--- config.mk ---
export PLATFORM = sky130hd
export DESIGN_NAME = serial_add_ctrl
export DESIGN_NICKNAME = d
export VERILOG_FILES = /design/src/rtl/serial_add_pkg.sv /design/src/rtl/nibble_adder.sv /design/src/rtl/serial_add_ctrl.sv
export SDC_FILE = /design/constraint.sdc
export NUM_CORES = 1
export LEC_CHECK = 0
export CORE_ASPECT_RATIO = 0.6
export CORE_UTILIZATION = 55
export CTS_CLUSTER_SIZE = 10
export DETAILED_ROUTE_END_ITERATION = 6
export PLACE_DENSITY = 0.84
export RECOVER_POWER = 50
export SETUP_SLACK_MARGIN = 0.02
export SLEW_MARGIN = 0
export SYNTH_ARGS = -nofsm -noshare
export SYNTH_HDL_FRONTEND = slang
export SYNTH_HIERARCHICAL = 1
export SYNTH_SLANG_ARGS = --single-unit
--- constraint.sdc ---
create_clock -name clk -period 6.9 [get_ports clk]
set_clock_uncertainty 0.2 [all_clocks]
set_input_delay 1.035 -clock clk [delete_from_list [all_inputs] [get_ports clk]]
set_output_delay 1.035 -clock clk [all_outputs]
set_load 0.1 [all_outputs]
--- src/rtl/serial_add_pkg.sv ---
// Shared definitions for the nibble-serial add/subtract sequencer.
// Holds the nibble width, the FSM state type and the index width helper.
package serial_add_pkg;

    localparam int NIBBLE_W = 4;

    typedef enum logic [1:0] {
        IDLE,
        RUN,
        DONE
    } state_t;

    // Width of the nibble index counter; never narrower than one bit.
    function automatic int idx_width(input int nibbles);
        return (nibbles <= 2) ? 1 : $clog2(nibbles);
    endfunction

endpackage

--- src/rtl/nibble_adder.sv ---
// Purely combinational 4-bit adder with carry-in and carry-out.
// Index 0 of every vector is the MSB.
module nibble_adder
    import serial_add_pkg::*;
(
    input  logic [0:NIBBLE_W-1] a,
    input  logic [0:NIBBLE_W-1] b,
    input  logic                cin,
    output logic [0:NIBBLE_W-1] sum,
    output logic                carry
);

    assign {carry, sum} = {1'b0, a} + {1'b0, b} + {{NIBBLE_W{1'b0}}, cin};

endmodule

--- src/rtl/serial_add_ctrl.sv ---
// Wide add/subtract built from one shared nibble adder, one nibble per cycle,
// with valid/ready handshakes on both the operand and the result side.
module serial_add_ctrl
    import serial_add_pkg::*;
#(
    parameter int NIBBLES = 4
)
(
    input  logic                          clk,
    input  logic                          rst,
    input  logic                          in_valid,
    output logic                          in_ready,
    input  logic [0:NIBBLE_W*NIBBLES-1]   op_a,
    input  logic [0:NIBBLE_W*NIBBLES-1]   op_b,
    input  logic                          cin,
    input  logic                          sub,
    output logic                          out_valid,
    input  logic                          out_ready,
    output logic [0:NIBBLE_W*NIBBLES-1]   sum,
    output logic                          carry
);

    localparam int W     = NIBBLE_W * NIBBLES;
    localparam int IDX_W = idx_width(NIBBLES);
    localparam logic [IDX_W-1:0] LAST_IDX = IDX_W'(NIBBLES - 1);

    state_t              state;
    logic [0:W-1]        reg_a;
    logic [0:W-1]        reg_b;
    logic                sub_reg;
    logic                carry_reg;
    logic [IDX_W-1:0]    idx;

    logic [0:NIBBLE_W-1] nib_a;
    logic [0:NIBBLE_W-1] nib_b;
    logic [0:NIBBLE_W-1] nib_sum;
    logic                nib_carry;

    // Operands shift toward the LSB each RUN cycle, so the adder always sees the lowest nibble.
    assign nib_a = reg_a[W-NIBBLE_W +: NIBBLE_W];
    assign nib_b = sub_reg ? ~reg_b[W-NIBBLE_W +: NIBBLE_W] : reg_b[W-NIBBLE_W +: NIBBLE_W];

    nibble_adder u_nibble_adder (
        .a     (nib_a),
        .b     (nib_b),
        .cin   (carry_reg),
        .sum   (nib_sum),
        .carry (nib_carry)
    );

    always_ff @(posedge clk or posedge rst) begin
        if (rst) begin
            state     <= IDLE;
            in_ready  <= 1'b1;
            out_valid <= 1'b0;
            sum       <= '0;
            carry     <= 1'b0;
            carry_reg <= 1'b0;
            idx       <= '0;
            reg_a     <= '0;
            reg_b     <= '0;
            sub_reg   <= 1'b0;
        end else begin
            case (state)
                IDLE: begin
                    if (in_valid) begin
                        reg_a     <= op_a;
                        reg_b     <= op_b;
                        sub_reg   <= sub;
                        carry_reg <= sub ? 1'b1 : cin;
                        idx       <= '0;
                        in_ready  <= 1'b0;
                        state     <= RUN;
                    end
                end
                RUN: begin
                    // Each new nibble enters at the MSB end; after NIBBLES cycles the result is aligned.
                    reg_a     <= reg_a >> NIBBLE_W;
                    reg_b     <= reg_b >> NIBBLE_W;
                    sum       <= (sum >> NIBBLE_W) | (W'(nib_sum) << (W - NIBBLE_W));
                    carry_reg <= nib_carry;
                    if (idx == LAST_IDX) begin
                        idx       <= '0;
                        carry     <= nib_carry;
                        out_valid <= 1'b1;
                        state     <= DONE;
                    end else begin
                        idx <= idx + 1'b1;
                    end
                end
                DONE: begin
                    if (out_ready) begin
                        out_valid <= 1'b0;
                        in_ready  <= 1'b1;
                        state     <= IDLE;
                    end
                end
                default: begin
                    out_valid <= 1'b0;
                    in_ready  <= 1'b1;
                    state     <= IDLE;
                end
            endcase
        end
    end

endmodule

==> impl_metrics.toml <==
[routing]
vias = 1897
drt_first_pass_iters = 4
drc = 0
wire_per_inst_um = 14.9
via_per_inst = 5.25
ant_nets = 0
routed_wl_um = 5370
drtIter0Drc = 92

[grt]
grt_max_degree = 58
grt_usage_pct = 23.7
grt_overflow = 0
antenna_found_initial = 0
grt_pass1_vias = 1826
grt_pass1_wl_um = 9090

[final_layout]
largestRegisters = "reg_a: 16 flops, reg_b: 16 flops, sum: 16 flops"
nets = 337
final_common_cell = "dfrtp_1"
area_delta_synth_final_pct = 26.1
final_util_pct = 73.6
antennaDiodeCount = 0
seq_area_um2 = 1430
multi_input_area_um2 = 1150
drive_above_1_share_pct = 12.4
final_cell_mix = "56 x dfrtp_1, 54 x clkdlybuf4s50_1, 34 x nand2_1"
n_fill_cell = 339

[worst_setup_path]
critPathArrivalTime_ns = 3.71
critPathRequiredTime_ns = 6.50
crit_type = "primary input to async pin"
critPathMaxFanout = 57
reg2reg_depth = 4
worstSetupStartpoint = "rst"
slowest_stage = "clkbuf_1"
startpoint_type = "primary input"
r2r_start = "state[0]"
setup.worst_path.end_class = "async pin"
max_stage_delay_ns = 2.07
cp_cell_sequence = "dlygate4sd3_1 -> clkinv_1 -> clkbuf_1"

[logic_synthesis]
synthCells = 240
synth_area_um2 = 2740
yosys.area.top_type = "dfrtp_1"
syn_nets = 284
synth-seq-cells = 57
yosysWarnings = 6
ys_types = 30
avgSynthCellArea_um2 = 11.4
synth_top_area_share_pct = 51.2
ys_seq_area_share_pct = 52.2
synth_area_leaders = "dfrtp_1 51%, mux2i_1 8.8%, mux2_4 7.1%"

[clock_tree]
cts_buffers = 9
cts.sink_count = 57
worstSkewPairLatency_ns = 0.34
cts_hold_buf = 0
cts_buffer_depth = 2
cts_setup_buffers = 0
cts-root-buf = "clkbuf_8"
path_clk_slew_ns = 0.06
htreeDepth = 3
cts_tree = "done"
cts_resized = 0

[sta]
setup_viol = 0
post-route-min-period_ns = 4.11
slew_viol_final = 82
setup_slack_ns = 2.79
setup_tns_ns = 0
min_period_over_period_pct = 59.6
hold_violations = 0
slew_headroom_pct = -96.2
holdWs_ns = 0.283
fmax_mhz = 243
worst_slew_pin_slew_ns = 2.94
rsz0062_at_grt = "false"

[die]
die_w_um = 93.0
io_pins = 57
die_h_um = 56.6
die_area_um2 = 5270
coreArea_um2 = 4680
num_rows = 19
initial_core_util_pct = 58.4

[status]
status = "finished, violations left"
violations = "capacitance limit, slew limit"

[place]
pre_cts_ws_ns = 3.58
place_congestion = 0.833
hpwl_um = 3760
port_buffers = 56

[min_path]
worstHoldPathCells = 2
min-delay-start = "reg_b[10]"
min_path_type = "flop to flop"

[run]
cap_viol_max_count = 2
==> final cells by class <==
cell class | count | area share [%]
multi-input combinational | 162 | 33.5
clock buffer | 11 | 4.10
inverter | 5 | 0.544
tap | 63 | 2.29
sequential | 57 | 41.4
clock inverter | 5 | 1.60
timing repair buffer | 58 | 16.6
==> worst paths after layout <==
check	slack [ns]	endpoint
min reg2reg	0.28	reg_b[10]
max reg2reg	3.27	reg_a[9]
max in group clk	3.27	reg_a[9]
min in group asynchronous	2.05	reg_b[9]
min	0.28	reg_b[10]
max	2.79	reg_b[15]
==> per-layer routing <==
layer,vias up,global-route usage (%),wire length [um]
li1,921,-,-
met2,65,32.8,2270
met4,0,5.27,53
met3,5,9.76,342
met5,-,0,0
met1,906,34.9,2710
==> kinds of logic (layout without fill, tap and decap cells) <==
kind of cell	count (synthesis)	after routing	share of synthesized area [%]
XOR/XNOR	6	6	1.92
adder cells (fa/ha/maj)	6	6	3.29
multiplexers	42	42	18.0
AO/OA/AOI/OAI	54	54	10.8
AND/OR/NAND/NOR	54	54	9.15
buffers and inverters	21	79	4.62
flip-flops	57	57	52.2
==> metrics by stage <==
step	cells	instance area, um^2
4_1_cts	361	3490
6_report	361	3450
3_3_place_gp	345	3290
5_1_grt	361	3450
2_1_floorplan	240	2740
3_5_place_dp	345	3290
==> Yosys cell counts (all sizes together) <==
master  instances
a22oi           1
a22o            1
dfstp           1
nor2b          13
dfrtp          56
nor2            4
o21ai          36
o21bai          1
clkbuf          7
mux2i          24
nand2b          2
ha              4
inv             5
or2             1
mux2           18
a21o            1
a21oi          12
xor2            4
buf             9
fa              2
o22a            2
nand2          34
xnor2           2
==> critical path: cells and delay by family <==
| kind | cells | cell delay, ns |
|---|---|---|
| buffers and inverters | 3 | 2.65 |
Power is not shown: default switching activity piles up to over one toggle a cycle in this logic, so the estimate is an artifact.
